[src/rtl/gcd_operand_sequencer.sv]
// Feeds an operand pair serially to a GCD core, waits for completion with a
// timeout, and presents the result downstream on a valid/ready handshake.
module gcd_operand_sequencer #(
    parameter int DATA_W  = 8,
    parameter int TIMEOUT = 1023
) (
    input  logic              i_clk,
    input  logic              i_rst,
    input  logic              i_valid,
    input  logic [DATA_W-1:0] i_op_a,
    input  logic [DATA_W-1:0] i_op_b,
    output logic              o_ready,
    output logic [DATA_W-1:0] o_data,
    output logic              o_start,
    input  logic              i_done,
    input  logic [DATA_W-1:0] i_result,
    output logic              o_res_valid,
    output logic [DATA_W-1:0] o_res,
    output logic              o_res_err,
    input  logic              i_res_ready,
    output logic [2:0]        o_state
);

    // Handshakes: a transfer happens on a rising edge where valid and ready are
    // both high; upstream uses i_valid/o_ready, downstream o_res_valid/i_res_ready.

    localparam int CNT_W = (TIMEOUT < 1) ? 1 : $clog2(TIMEOUT + 1);
    localparam logic [CNT_W-1:0] CNT_LAST = CNT_W'((TIMEOUT < 1) ? 0 : TIMEOUT - 1);

    typedef enum logic [2:0] {
        S_IDLE   = 3'd0,
        S_LOAD_A = 3'd1,
        S_LOAD_B = 3'd2,
        S_WAIT   = 3'd3,
        S_OUT    = 3'd4
    } state_t;

    state_t            state_q, state_d;
    logic [DATA_W-1:0] a_q, a_d;
    logic [DATA_W-1:0] b_q, b_d;
    logic [DATA_W-1:0] res_q, res_d;
    logic              err_q, err_d;
    logic [CNT_W-1:0]  cnt_q, cnt_d;

    always_ff @(posedge i_clk or posedge i_rst) begin
        if (i_rst) begin
            state_q <= S_IDLE;
        end else begin
            state_q <= state_d;
        end
    end

    always_ff @(posedge i_clk or posedge i_rst) begin
        if (i_rst) begin
            a_q   <= '0;
            b_q   <= '0;
            res_q <= '0;
            err_q <= 1'b0;
            cnt_q <= '0;
        end else begin
            a_q   <= a_d;
            b_q   <= b_d;
            res_q <= res_d;
            err_q <= err_d;
            cnt_q <= cnt_d;
        end
    end

    always_comb begin
        state_d = state_q;
        a_d     = a_q;
        b_d     = b_q;
        res_d   = res_q;
        err_d   = err_q;
        cnt_d   = cnt_q;
        case (state_q)
            S_IDLE: begin
                if (i_valid) begin
                    a_d = i_op_a;
                    b_d = i_op_b;
                    // gcd(0,x) = x, so a zero operand never involves the core
                    if (i_op_a == '0) begin
                        res_d   = i_op_b;
                        err_d   = 1'b0;
                        state_d = S_OUT;
                    end else if (i_op_b == '0) begin
                        res_d   = i_op_a;
                        err_d   = 1'b0;
                        state_d = S_OUT;
                    end else begin
                        state_d = S_LOAD_A;
                    end
                end
            end
            S_LOAD_A: state_d = S_LOAD_B;
            S_LOAD_B: begin
                cnt_d   = '0;
                state_d = S_WAIT;
            end
            S_WAIT: begin
                // done takes priority over a timeout landing in the same cycle
                if (i_done) begin
                    res_d   = i_result;
                    err_d   = 1'b0;
                    state_d = S_OUT;
                end else begin
                    cnt_d = cnt_q + CNT_W'(1);
                    if (cnt_q == CNT_LAST) begin
                        res_d   = '0;
                        err_d   = 1'b1;
                        state_d = S_OUT;
                    end
                end
            end
            S_OUT: begin
                if (i_res_ready) begin
                    state_d = S_IDLE;
                end
            end
            default: state_d = S_IDLE;
        endcase
    end

    always_comb begin
        o_ready     = (state_q == S_IDLE);
        o_start     = (state_q == S_LOAD_A);
        o_res_valid = (state_q == S_OUT);
        o_res       = res_q;
        o_res_err   = err_q;
        o_state     = state_q;
        o_data      = '0;
        case (state_q)
            S_LOAD_A:        o_data = a_q;
            S_LOAD_B, S_WAIT: o_data = b_q;
            default:         o_data = '0;
        endcase
    end

endmodule

[config.mk]
export PLATFORM = sky130hd
export DESIGN_NAME = gcd_operand_sequencer
export DESIGN_NICKNAME = d
export VERILOG_FILES = /design/src/rtl/gcd_operand_sequencer.sv
export SDC_FILE = /design/constraint.sdc
export NUM_CORES = 1
export LEC_CHECK = 0
export ABC_CLOCK_PERIOD_IN_PS = 2300
export CORE_UTILIZATION = 40
export DETAILED_ROUTE_END_ITERATION = 8
export PLACE_DENSITY = 0.67
export RECOVER_POWER = 50
export SLEW_MARGIN = 40
export SYNTH_ARGS = -nofsm -noshare
export SYNTH_HDL_FRONTEND = slang
export SYNTH_SLANG_ARGS = --single-unit
[constraint.sdc]
create_clock -name i_clk -period 2.3 [get_ports i_clk]
set_input_delay 0.69 -clock i_clk [delete_from_list [all_inputs] [get_ports i_clk]]
set_output_delay 0.69 -clock i_clk [all_outputs]
set_load 0.01 [all_outputs]
==> results.cfg <==
[clocking]
cts_made_buffers = 5
clk_pin_slew_ps = 80
insertion_delay_ps = 290
ctsHoldBuffers = 0
clock-root-buffer = clkbuf_8
cts_buffer_depth = 2
cts_tree = built
clkSinkCount = 38
htree_levels = 2

[setup_path]
cp.depth = 2
crit_fanout = 6
path_class = reg -> out
r2r_slack_ps = 240
max_stage_delay_ps = 600
critPathLaunch = o_state[0]$_DFFE_PP0P_
cp-end-kind = primary output
crit_buf_inv = 2
r2r_cells = 6
regToRegEndpoint = a_q[7]$_DFFE_PP0P_
worstPathCellList = clkbuf_1, clkdlybuf4s50_1
start_kind = register
critPathTopFamily = buffers and inverters
crit_slowest_cell = clkdlybuf4s50_1
crit_required_ps = 1610
arrival_ps = 1540
r2r_start = o_state[0]$_DFFE_PP0P_
endpoint = o_state[0]

[sta]
fin_worst_skew_ps = 7.35
finalSetupViolCount = 0
fin_crit_ps = 2230
maxSlewHeadroom = 0.376
fmax_mhz = 449
worst_pin_slew_ps = 936
post-route-period-util = 0.968
hold_ws_ps = 512
hold_viol_final = 0
tns_ps = 0
setup_slack_ps = 73.4
drv_slew = 0

[detailed_routing]
drcViolationCount = 0
ant_nets = 0
drt_iter0_drc = 109
drt-vias-per-instance = 5.00
drtPass1Iterations = 4
wl_per_cell_um = 14.8
totalWireLength_um = 5020
vias = 1700

[floorplan]
dieArea_um2 = 5380
coreArea_um2 = 4820
die_w_um = 73.3
start_util = 0.423
rows = 25
die_h_um = 73.3
io_pins = 52

[logic_synthesis]
synthTopCellsByArea = dfrtp_1 47%, mux2_2 9.4%, mux2_4 5.9%
synth_top_area_cell = dfrtp_1
synth_top_family_by_area = simple AND/OR/NAND/NOR gates
ys_seq_area_frac = 0.467
yosys.area_share.simple = 0.197
ys.flop_type = dfrtp_1
synth-seq-cells = 38
synth-compound-area-share = 0.102
synth_cells = 191
synth_xor_area_frac = 0.0301
synth_fa_ha_area_frac = 0.0123
async_reset_ff_frac = 1.00
synthMuxAreaShare = 0.158
syn_area_per_cell_um2 = 10.7
synth_edf_count = 0
syn_nets = 222
synthesis.area_um2 = 2040
ys_types = 39
yosysTopAreaCellShare = 0.467
yosys_warnings = 0

[layout]
nFillCells = 443
layoutNonFillerInstCount = 340
multiInputGateArea_um2 = 1010
fin_nets = 303
seq_area_um2 = 953
area_growth_pct = 42.6
antenna_cells = 0
drive_above_1_share = 0.267

[placed_design]
place_ws_ps = -244
portBuffers = 51
place_congestion = 0.845
hpwl_um = 3840
dp.cells = 328

[global_routing]
grt_usage = 0.207
antenna_found_initial = 0
grt_remaining_overflow = 0
grt_pass1_wl_um = 8390
first_global_vias = 1690
grt_max_degree = 39

[power_and_ir_drop]
ir_worst_vdd_mv = 0.559
total_power_mw = 3.44
powerDensity_nw_per_um2 = 1190
p_leak_nw = 1.33

[worst_hold_path]
holdCritPathClass = reg -> reg

[run]
cap_viol_max_count = 0

[outcome]
outcome = finished clean
worst min-delay path by stage:
stage | slack (ps) | cells past startpoint | endpoint | from
after floorplan | 480 | 1 | a_q[6]$_DFFE_PP0P_ | a_q[6]$_DFFE_PP0P_
after global placement | 490 | 1 | o_res_err$_DFFE_PP0P_ | o_res_err$_DFFE_PP0P_
after detailed placement | 490 | 1 | o_res_err$_DFFE_PP0P_ | o_res_err$_DFFE_PP0P_
after CTS | 510 | 1 | o_res_err$_DFFE_PP0P_ | o_res_err$_DFFE_PP0P_
after global routing | 530 | 1 | b_q[5]$_DFFE_PP0P_ | b_q[5]$_DFFE_PP0P_
final | 510 | 1 | a_q[1]$_DFFE_PP0P_ | a_q[1]$_DFFE_PP0P_
stage by stage:
step	area (µm²)	utilization
2_1_floorplan	2040	-
3_3_place_gp	2800	0.582
3_5_place_dp	2800	0.582
4_1_cts	2920	0.607
5_1_grt	2900	0.603
6_report	2900	0.603
cells by family after synthesis:
logic type / count (synthesis)
AND/OR/NAND/NOR: 79
AO/OA/AOI/OAI: 26
flip-flops: 38
multiplexers: 26
buffers and inverters: 13
XOR/XNOR: 7
adder cells (fa/ha/maj): 2
where the power goes:
| group | total (mW) | switching [mW] | internal (mW) | leakage [nW] |
|---|---|---|---|---|
| clock network | 0.478 | 0.237 | 0.241 | 0.0472 |
| logic | 1.85 | 0.808 | 1.04 | 0.809 |
| registers | 1.11 | 0.170 | 0.943 | 0.471 |
| total | 3.44 | 1.22 | 2.23 | 1.33 |
synthesized netlist by cell type, drive strengths merged, types with 2 or more instances:
library cell	n
dfrtp	38
nor2	28
mux2	25
nand2	23
a21oi	9
a221o	8
and3	8
buf	7
xor2	6
nor4	5
o21ai	4
clkbuf	3
inv	3
nand4	3
and2	2
ha	2
nor3	2
nor3b	2
o31ai	2
final cells by class:
cell class,instances,area share
multi-input cells,140,0.350
inverters,3,0.00388
flip-flops and latches,38,0.328
clock buffers,6,0.0284
clock inverters,2,0.00431
well taps,67,0.0289
repair buffers,84,0.256
sequential cells by signal (all words and copies together) (netlist names):
register,flops
b_q,8
o_res_err,1
o_state,3
o_res,8
cnt_q,10
a_q,8
what timing repair did:
action                                  in CTS  in global routing
resized for setup                           13                  4
setup buffers                                3                  1
endpoints found under the setup margin      12                 12
layout by cell type (no fill, tap or decap), types with 2 or more instances in the layout:
master / count
nand2_1: 23
mux2_4: 8
dlygate4sd3_1: 2
clkbuf_1: 3
nor2_1: 27
clkbuf_8: 6
ha_1: 2
xor2_1: 6
clkdlybuf4s50_1: 38
buf_4: 27
nor3_1: 2
clkdlybuf4s15_1: 3
nor4_1: 4
dlygate4sd2_1: 8
dfrtp_1: 36
mux2_2: 17
and3_1: 8
inv_1: 3
a21oi_1: 9
nor3b_1: 2
dfrtp_2: 2
clkbuf_2: 2
a221o_1: 8
nand4_1: 3
o21ai_0: 3
worst reg2reg max path, cell delays in order, from the launching register on:
cell and delay, ps:
dfrtp_2 430, clkbuf_1 180, nor3_1 260, clkbuf_1 170, and2_0 130, clkbuf_2 370
mux2_2 400
layer usage:
| layer | share of wire | global-route usage | vias up |
|---|---|---|---|
| li1 | - | - | 841 |
| met1 | 0.52 | 0.312 | 806 |
| met2 | 0.43 | 0.307 | 46 |
| met3 | 0.038 | 0.0288 | 7 |
| met4 | 0.016 | 0.0662 | 0 |
| met5 | 0 | 0 | - |
Power figures use the tool's default switching activity.
